==> config.mk <==
export PLATFORM = sky130hd
export DESIGN_NAME = f_fetch_ctrl
export DESIGN_NICKNAME = d
export VERILOG_FILES = /design/src/rtl/f_fetch_ctrl.sv
export SDC_FILE = /design/constraint.sdc
export NUM_CORES = 1
export LEC_CHECK = 0
export CAP_MARGIN = 20
export CORE_MARGIN = 2
export CORE_UTILIZATION = 64
export CTS_BUF_LIST = sky130_fd_sc_hd__clkbuf_16
export DETAILED_ROUTE_END_ITERATION = 16
export DONT_BUFFER_PORTS = 1
export GPL_TIMING_DRIVEN = 0
export PLACE_DENSITY = 0.85
export SYNTH_ARGS = -nofsm -noshare
export SYNTH_HDL_FRONTEND = slang
export SYNTH_SLANG_ARGS = --single-unit
export TNS_END_PERCENT = 1
==> constraint.sdc <==
create_clock -name clk -period 5.4 [get_ports clk]
set_input_delay 1.08 -clock clk [delete_from_list [all_inputs] [get_ports clk]]
set_output_delay 1.08 -clock clk [all_outputs]
set_load 0.03 [all_outputs]
==> src/rtl/f_fetch_ctrl.sv <==
// F-stage fetch sequencer: next PC, PC write enable, stalled-redirect hold, illegal-target halt.
// Latency: pc_next/pc_en/fetch_valid combinational in the same cycle; addr_fault/fetch_cnt registered.
// Backpressure: stall freezes the PC; a redirect seen under stall is held until the first unstalled cycle.
module f_fetch_ctrl #(
    parameter logic [31:0] PC_RESET = 32'h0000_3000,
    parameter int          IM_WORDS = 4096
) (
    input  logic        clk,
    input  logic        reset,
    input  logic [31:0] pc,
    input  logic        stall,
    input  logic        redir_valid,
    input  logic [31:0] redir_target,
    output logic [31:0] pc_next,
    output logic        pc_en,
    output logic        fetch_valid,
    output logic        addr_fault,
    output logic [31:0] fetch_cnt
);

    localparam logic [31:0] PC_LAST = PC_RESET + 32'(4 * IM_WORDS) - 32'd4;

    localparam logic [1:0] S_RUN  = 2'd0;
    localparam logic [1:0] S_PEND = 2'd1;
    localparam logic [1:0] S_HALT = 2'd2;

    logic [1:0]  state;
    logic [31:0] pend_target;
    logic        want_en;
    logic        legal;
    logic        fault;

    always_comb begin
        pc_next     = pc + 32'd4;
        want_en     = 1'b0;
        fetch_valid = 1'b0;
        if (!reset) begin
            pc_next = PC_RESET;
        end else begin
            case (state)
                S_RUN: begin
                    fetch_valid = 1'b1;
                    want_en     = !stall;
                    if (redir_valid)
                        pc_next = redir_target;
                end
                S_PEND: begin
                    // The branch is still held in D, so any redir_valid now is the same redirect.
                    fetch_valid = 1'b1;
                    want_en     = !stall;
                    pc_next     = pend_target;
                end
                default: begin
                    pc_next = pc;
                end
            endcase
        end
    end

    assign legal = (pc_next[1:0] == 2'b00) && (pc_next >= PC_RESET) && (pc_next <= PC_LAST);
    assign fault = want_en && !legal;
    assign pc_en = want_en && legal;

    always_ff @(posedge clk) begin
        if (!reset) begin
            state       <= S_RUN;
            pend_target <= PC_RESET;
            addr_fault  <= 1'b0;
            fetch_cnt   <= 32'd0;
        end else begin
            if (pc_en)
                fetch_cnt <= fetch_cnt + 32'd1;
            if (fault) begin
                state      <= S_HALT;
                addr_fault <= 1'b1;
            end else begin
                case (state)
                    S_RUN: begin
                        if (stall && redir_valid) begin
                            pend_target <= redir_target;
                            state       <= S_PEND;
                        end
                    end
                    S_PEND: begin
                        if (!stall)
                            state <= S_RUN;
                    end
                    default: begin
                        state <= S_HALT;
                    end
                endcase
            end
        end
    end

endmodule

# After elaboration in Yosys (flattened, before gate mapping)
# Index checks and enable logic that the tools add are counted.
# W data, S select, Z words.
[op_classes]
addsub = 2
order_cmp = 2
n_eq_ne = 5
muxes = 11
n_bitwise = 2
reduce_logical = 14
[op_table]
columns = ["operator", "count"]
rows = [
  ["$mux W32", 2],
  ["$pmux W32 S2", 1],
  ["$add A32 B1 Y32 const B", 1],
  ["$add A32 B3 Y32 const B", 1],
  ["$ge A32 B14 Y1 const B", 1],
  ["$le A32 B15 Y1 const B", 1],
  ["$mux W2", 3],
  ["$ne A3 B3 Y1 const B", 2],
  ["$logic_and A1 B1 Y1", 5],
  ["$logic_not A2 Y1", 2],
  ["$mux W1", 4],
  ["$ne A2 B2 Y1 const B", 2],
  ["$pmux W2 S2", 1],
  ["$reduce_and A2 Y1", 2],
  ["$reduce_or A2 Y1", 2],
  ["$reduce_and A3 Y1", 1],
  ["$eq A2 B1 Y1 const B", 1],
  ["$logic_not A1 Y1", 2],
  ["$not A1 Y1", 2],
]
[word_totals]
regBits = 67
input_bits = 68
output_inout_bits = 67
wordCells = 41

# Logic depth before layout (Yosys ltp)
[logic_depth]
depth_word = 11
mapped_depth = 13
ltp_nobuf = 10

# Least setup slack after synthesis
# No wires, ideal clock.
[synth_timing]
path_kind = "in2out"
from = "in pc[2]"
to = "out pc_en"
arrival_time_ns = 3.989
required_time_ns = 4.320
slack_ns = 0.331
path_stages = 9
n_path_buf = 1
path_cell_list = "ha_1 nand3_1 or4_1 buf_2 o31a_1 nor4_1 or3_1 nor4_2 and3_1"
[synth_via]
elab_chain_len = 8
elab_cells_between_ends = 9
cone_classes = "1 x add/sub; 2 x order compare; 3 x mux; 3 x reduce/logical"
[synth_lines]
columns = ["item", "line_no", "rtl"]
rows = [
  ["from (decl)", "10", "input logic [31:0] pc,"],
  ["$add A32 B3 Y32 *", "34", "pc_next = pc + 32'd4;"],
  ["$mux W32 *", "44", "if (redir_valid)"],
  ["$pmux W32 S2 *", "40", "case (state)"],
  ["$mux W32 *", "37", "if (!reset) begin"],
  ["net pc_next[22]", "14", "output logic [31:0] pc_next,"],
  ["$ge A32 B14 Y1", "60", "assign legal = (pc_next[1:0] == 2'b00) && (pc_next >= PC_RESET) && (pc_next <= PC_LAST);"],
  ["$logic_and A1 B1 Y1", "60", ""],
  ["$logic_and A1 B1 Y1 *", "60", ""],
  ["$logic_and A1 B1 Y1 *", "62", "assign pc_en = want_en && legal;"],
  ["to (decl)", "15", "output logic pc_en,"],
]
# Mark *: on every way through the listed nets, which the timed path passes. The rest lies on a longest branch.

# Worst setup path in the final report
[layout_timing]
from = "in pc[14]"
to = "out pc_en"
# The elaborated chain is that of the path after synthesis.

==> impl_metrics.env <==
export IMPL_outcome="finished clean"
export IMPL_reg2reg_to="fetch_cnt[1]"
export IMPL_final_max_slew_viol_count=0
export IMPL_hpwl_um=13960
export IMPL_yosys_top_cells_area="dfxtp_1 (26%), nand2_1 (10%), a21boi_0 (5.1%), mux2i_1 (4.8%), clkbuf_1 (3.4%)"
export IMPL_final_hold_viol_count=0
export IMPL_start_util=0.6662
export IMPL_setup_worst_path_class="in -> out"
export IMPL_fillers=624
export IMPL_std_cell_rows=32
export IMPL_cts_buffers=9
export IMPL_period_minus_slack_ns=5.304
export IMPL_critPathLaunchType="input port"
export IMPL_wl_per_cell_um=23.27
export IMPL_cts_hold_fix_buffers=0
export IMPL_synth_most_common_cell="nand2_1"
export IMPL_syn_area_um2=5175
export IMPL_grt_first_pass_wirelength_um=30020
export IMPL_grtUsageTotal=0.4375
export IMPL_crit_required_ns=4.32
export IMPL_synth_fp_nets=795
export IMPL_synth_edf_count=0
export IMPL_yosys_most_used_dff="dfxtp_1"
export IMPL_power_leakage_nw=1.876
export IMPL_synthTopCellsByCount="nand2_1 (140), dfxtp_1 (67), clkbuf_1 (47), a21boi_0 (35), nor2_1 (31)"
export IMPL_cts_root_buf="clkbuf_16"
export IMPL_crit_path_end_kind="primary output"
export IMPL_portBuffers=0
export IMPL_die_x_um=93.92
export IMPL_worstPathArrival_ns=4.22
export IMPL_postRouteAntennaNets=0
export IMPL_tns_ns=0
export IMPL_synth_largest_area_cell="dfxtp_1"
export IMPL_pre_cts_slack_ns=-0.5085
export IMPL_tightest_slew_ns=0.9708
export IMPL_vias=6195
export IMPL_hp_class="reg -> reg"
export IMPL_drcViolationCount=0
export IMPL_grt_ovfl_total=0
export IMPL_yosys_register_bits=67
export IMPL_crit_fanout=10
export IMPL_grt_max_degree=14
export IMPL_cts_num_sinks=67
export IMPL_synth_top_area_frac=0.2592
export IMPL_setup_viol=0
export IMPL_clock_fmax_mhz=188.6
export IMPL_cap_violations=0
export IMPL_hold_start="pend_target[16]"
export IMPL_layout_nets=812
export IMPL_power_total_w=0.001417
export IMPL_ir_worst_vdd_mv=0.1898
export IMPL_cts_tree="yes"
export IMPL_totalWireLength_um=19780
export IMPL_ys_warn_count=0
export IMPL_die_h_um=93.92
export IMPL_holdWs_ns=0.4631
export IMPL_dr_wl_met2_um=8930
export IMPL_clk_path_buf_depth=2
export IMPL_first_pass_iters=9
export IMPL_synth_cells=725
export IMPL_synth_distinct_cells=57
export IMPL_gp_congestion=1.049
export IMPL_clk_pin_slew_ns=0.06
export IMPL_fin_ws_ns=0.09639
export IMPL_antenna_found_initial=0
export IMPL_grt_setup_unrepaired="false"
export IMPL_areaGrowthSynthToFinish_pct=9.647
export IMPL_finalCritPeriodShare=0.9822
export IMPL_max_slew_margin=0.3498
export IMPL_r2r_start="state[0]"
export IMPL_fp_dieArea_um2=8821
export IMPL_async_flop_share=0
export IMPL_grt_pass1_vias=5914
export IMPL_num_io_pins=135
export IMPL_utilization=0.7305
export IMPL_ys_seq_area_frac=0.2592
export IMPL_reg2reg_slack_ns=1.27
export IMPL_core_area_um2=7767
export IMPL_min_path_cells=2
export IMPL_regArea_um2=1341
export IMPL_rr_worst_depth=11
export IMPL_wl_met1_um=7211
export IMPL_drive_above_1_share=0.05489
export IMPL_wl_met3_um=2566
export IMPL_power_density_nw_per_um2=249.7
export IMPL_clk_insertion_delay_late_ns=0.35
export IMPL_fin_skew_ns=0.01149
export IMPL_hold_path_end="pend_target[16]"
export IMPL_routed_via_density=7.288
export IMPL_drtIter0Drc=726
export IMPL_postSynthAreaPerCell_um2=7.138
export IMPL_highest_layer="met4"
export IMPL_multi_input_area_um2=3546
export IMPL_h_tree_depth=3
-- cell families after synthesis --
kind of cell             count (synthesis)  synth area share
buffers and inverters                   83           0.06165
AND/OR/NAND/NOR                        361            0.3612
AO/OA/AOI/OAI                          177            0.2478
flip-flops                              67            0.2592
XOR/XNOR                                10           0.01692
multiplexers                            25           0.04836
adder cells (fa/ha/maj)                  2          0.004835
-- layer usage --
metal | vias up | global-route usage
met2 | 520 | 0.7190
li1 | 2700 | -
met4 | 0 | 0.2379
met5 | - | 0
met1 | 2868 | 0.5277
met3 | 107 | 0.1003
-- state kept, by name, indices dropped and copies added (netlist names) --
name,count
fetch_cnt,32
pend_target,32
state,2
addr_fault,1
-- placed cells by master, fill, tap and decap left out, types with 9 or more instances in the layout --
master     netlist  routed
o211a_1          9       9
and2_1          14      14
nand4_1         21      21
clkbuf_16        0       9
o21ai_0         20      20
nor4_1          22      21
a21boi_0        35      34
o211ai_1        20      20
nand2_1        140     140
or4_1           14      14
buf_2            6       9
nor3_1          13      13
nand2b_1        26      26
clkbuf_1        47      47
and3_1          14      13
inv_1           21      21
a211oi_1        11      11
dfxtp_1         67      67
nand3_1         29      28
mux2i_1         25      25
nor2_1          31      31
a21oi_1         23      22
-- layout make-up --
class | count | share of cell area
diodes | 1 | 0.0004410
multi-input cells | 575 | 0.6249
repair buffers | 6 | 0.006395
well taps | 102 | 0.02249
plain buffers | 61 | 0.04190
clock buffers | 9 | 0.03969
inverters | 22 | 0.01455
clock inverters | 7 | 0.01323
flip-flops and latches | 67 | 0.2364
-- power breakdown --
part           internal [W]  total [W]  switching (W)
clock network      0.000361   0.000620       0.000260
logic             0.0000799   0.000281       0.000201
registers          0.000506   0.000516      0.0000101
-- worst max-delay path, cell delays in order --
cell	delay, ns
buf_1	0.27
nand3_1	0.27
or4_1	0.45
buf_2	0.22
or4_1	0.41
a31oi_1	0.75
or3_1	0.28
nor4_4	0.06
buf_4	0.18
and3_2	0.26
-- what timing repair did --
item	in CTS	in global routing
buffers inserted	0	2
pin swaps	0	1
resized for setup	5	2
endpoints found under the setup margin	1	2
-- stage by stage --
stage / instance area (um^2) / cells
CTS: 5652 / 847
detailed placement: 5330 / 831
finish: 5674 / 850
floorplan: 5175 / 725
global placement: 5303 / 827
global route: 5672 / 849
-- worst max path at each step --
stage                      from  endpoint  slack [ns]  cells past startpoint
floorplan                 pc[2]     pc_en        0.33                      9
global placement    redir_valid     pc_en       -0.43                      9
detailed placement  redir_valid     pc_en       -0.51                      9
CTS                       pc[2]     pc_en       0.006                      9
global route             pc[14]     pc_en       0.009                     10
finish                   pc[14]     pc_en         0.1                     10
Power figures use the tool's default switching activity.
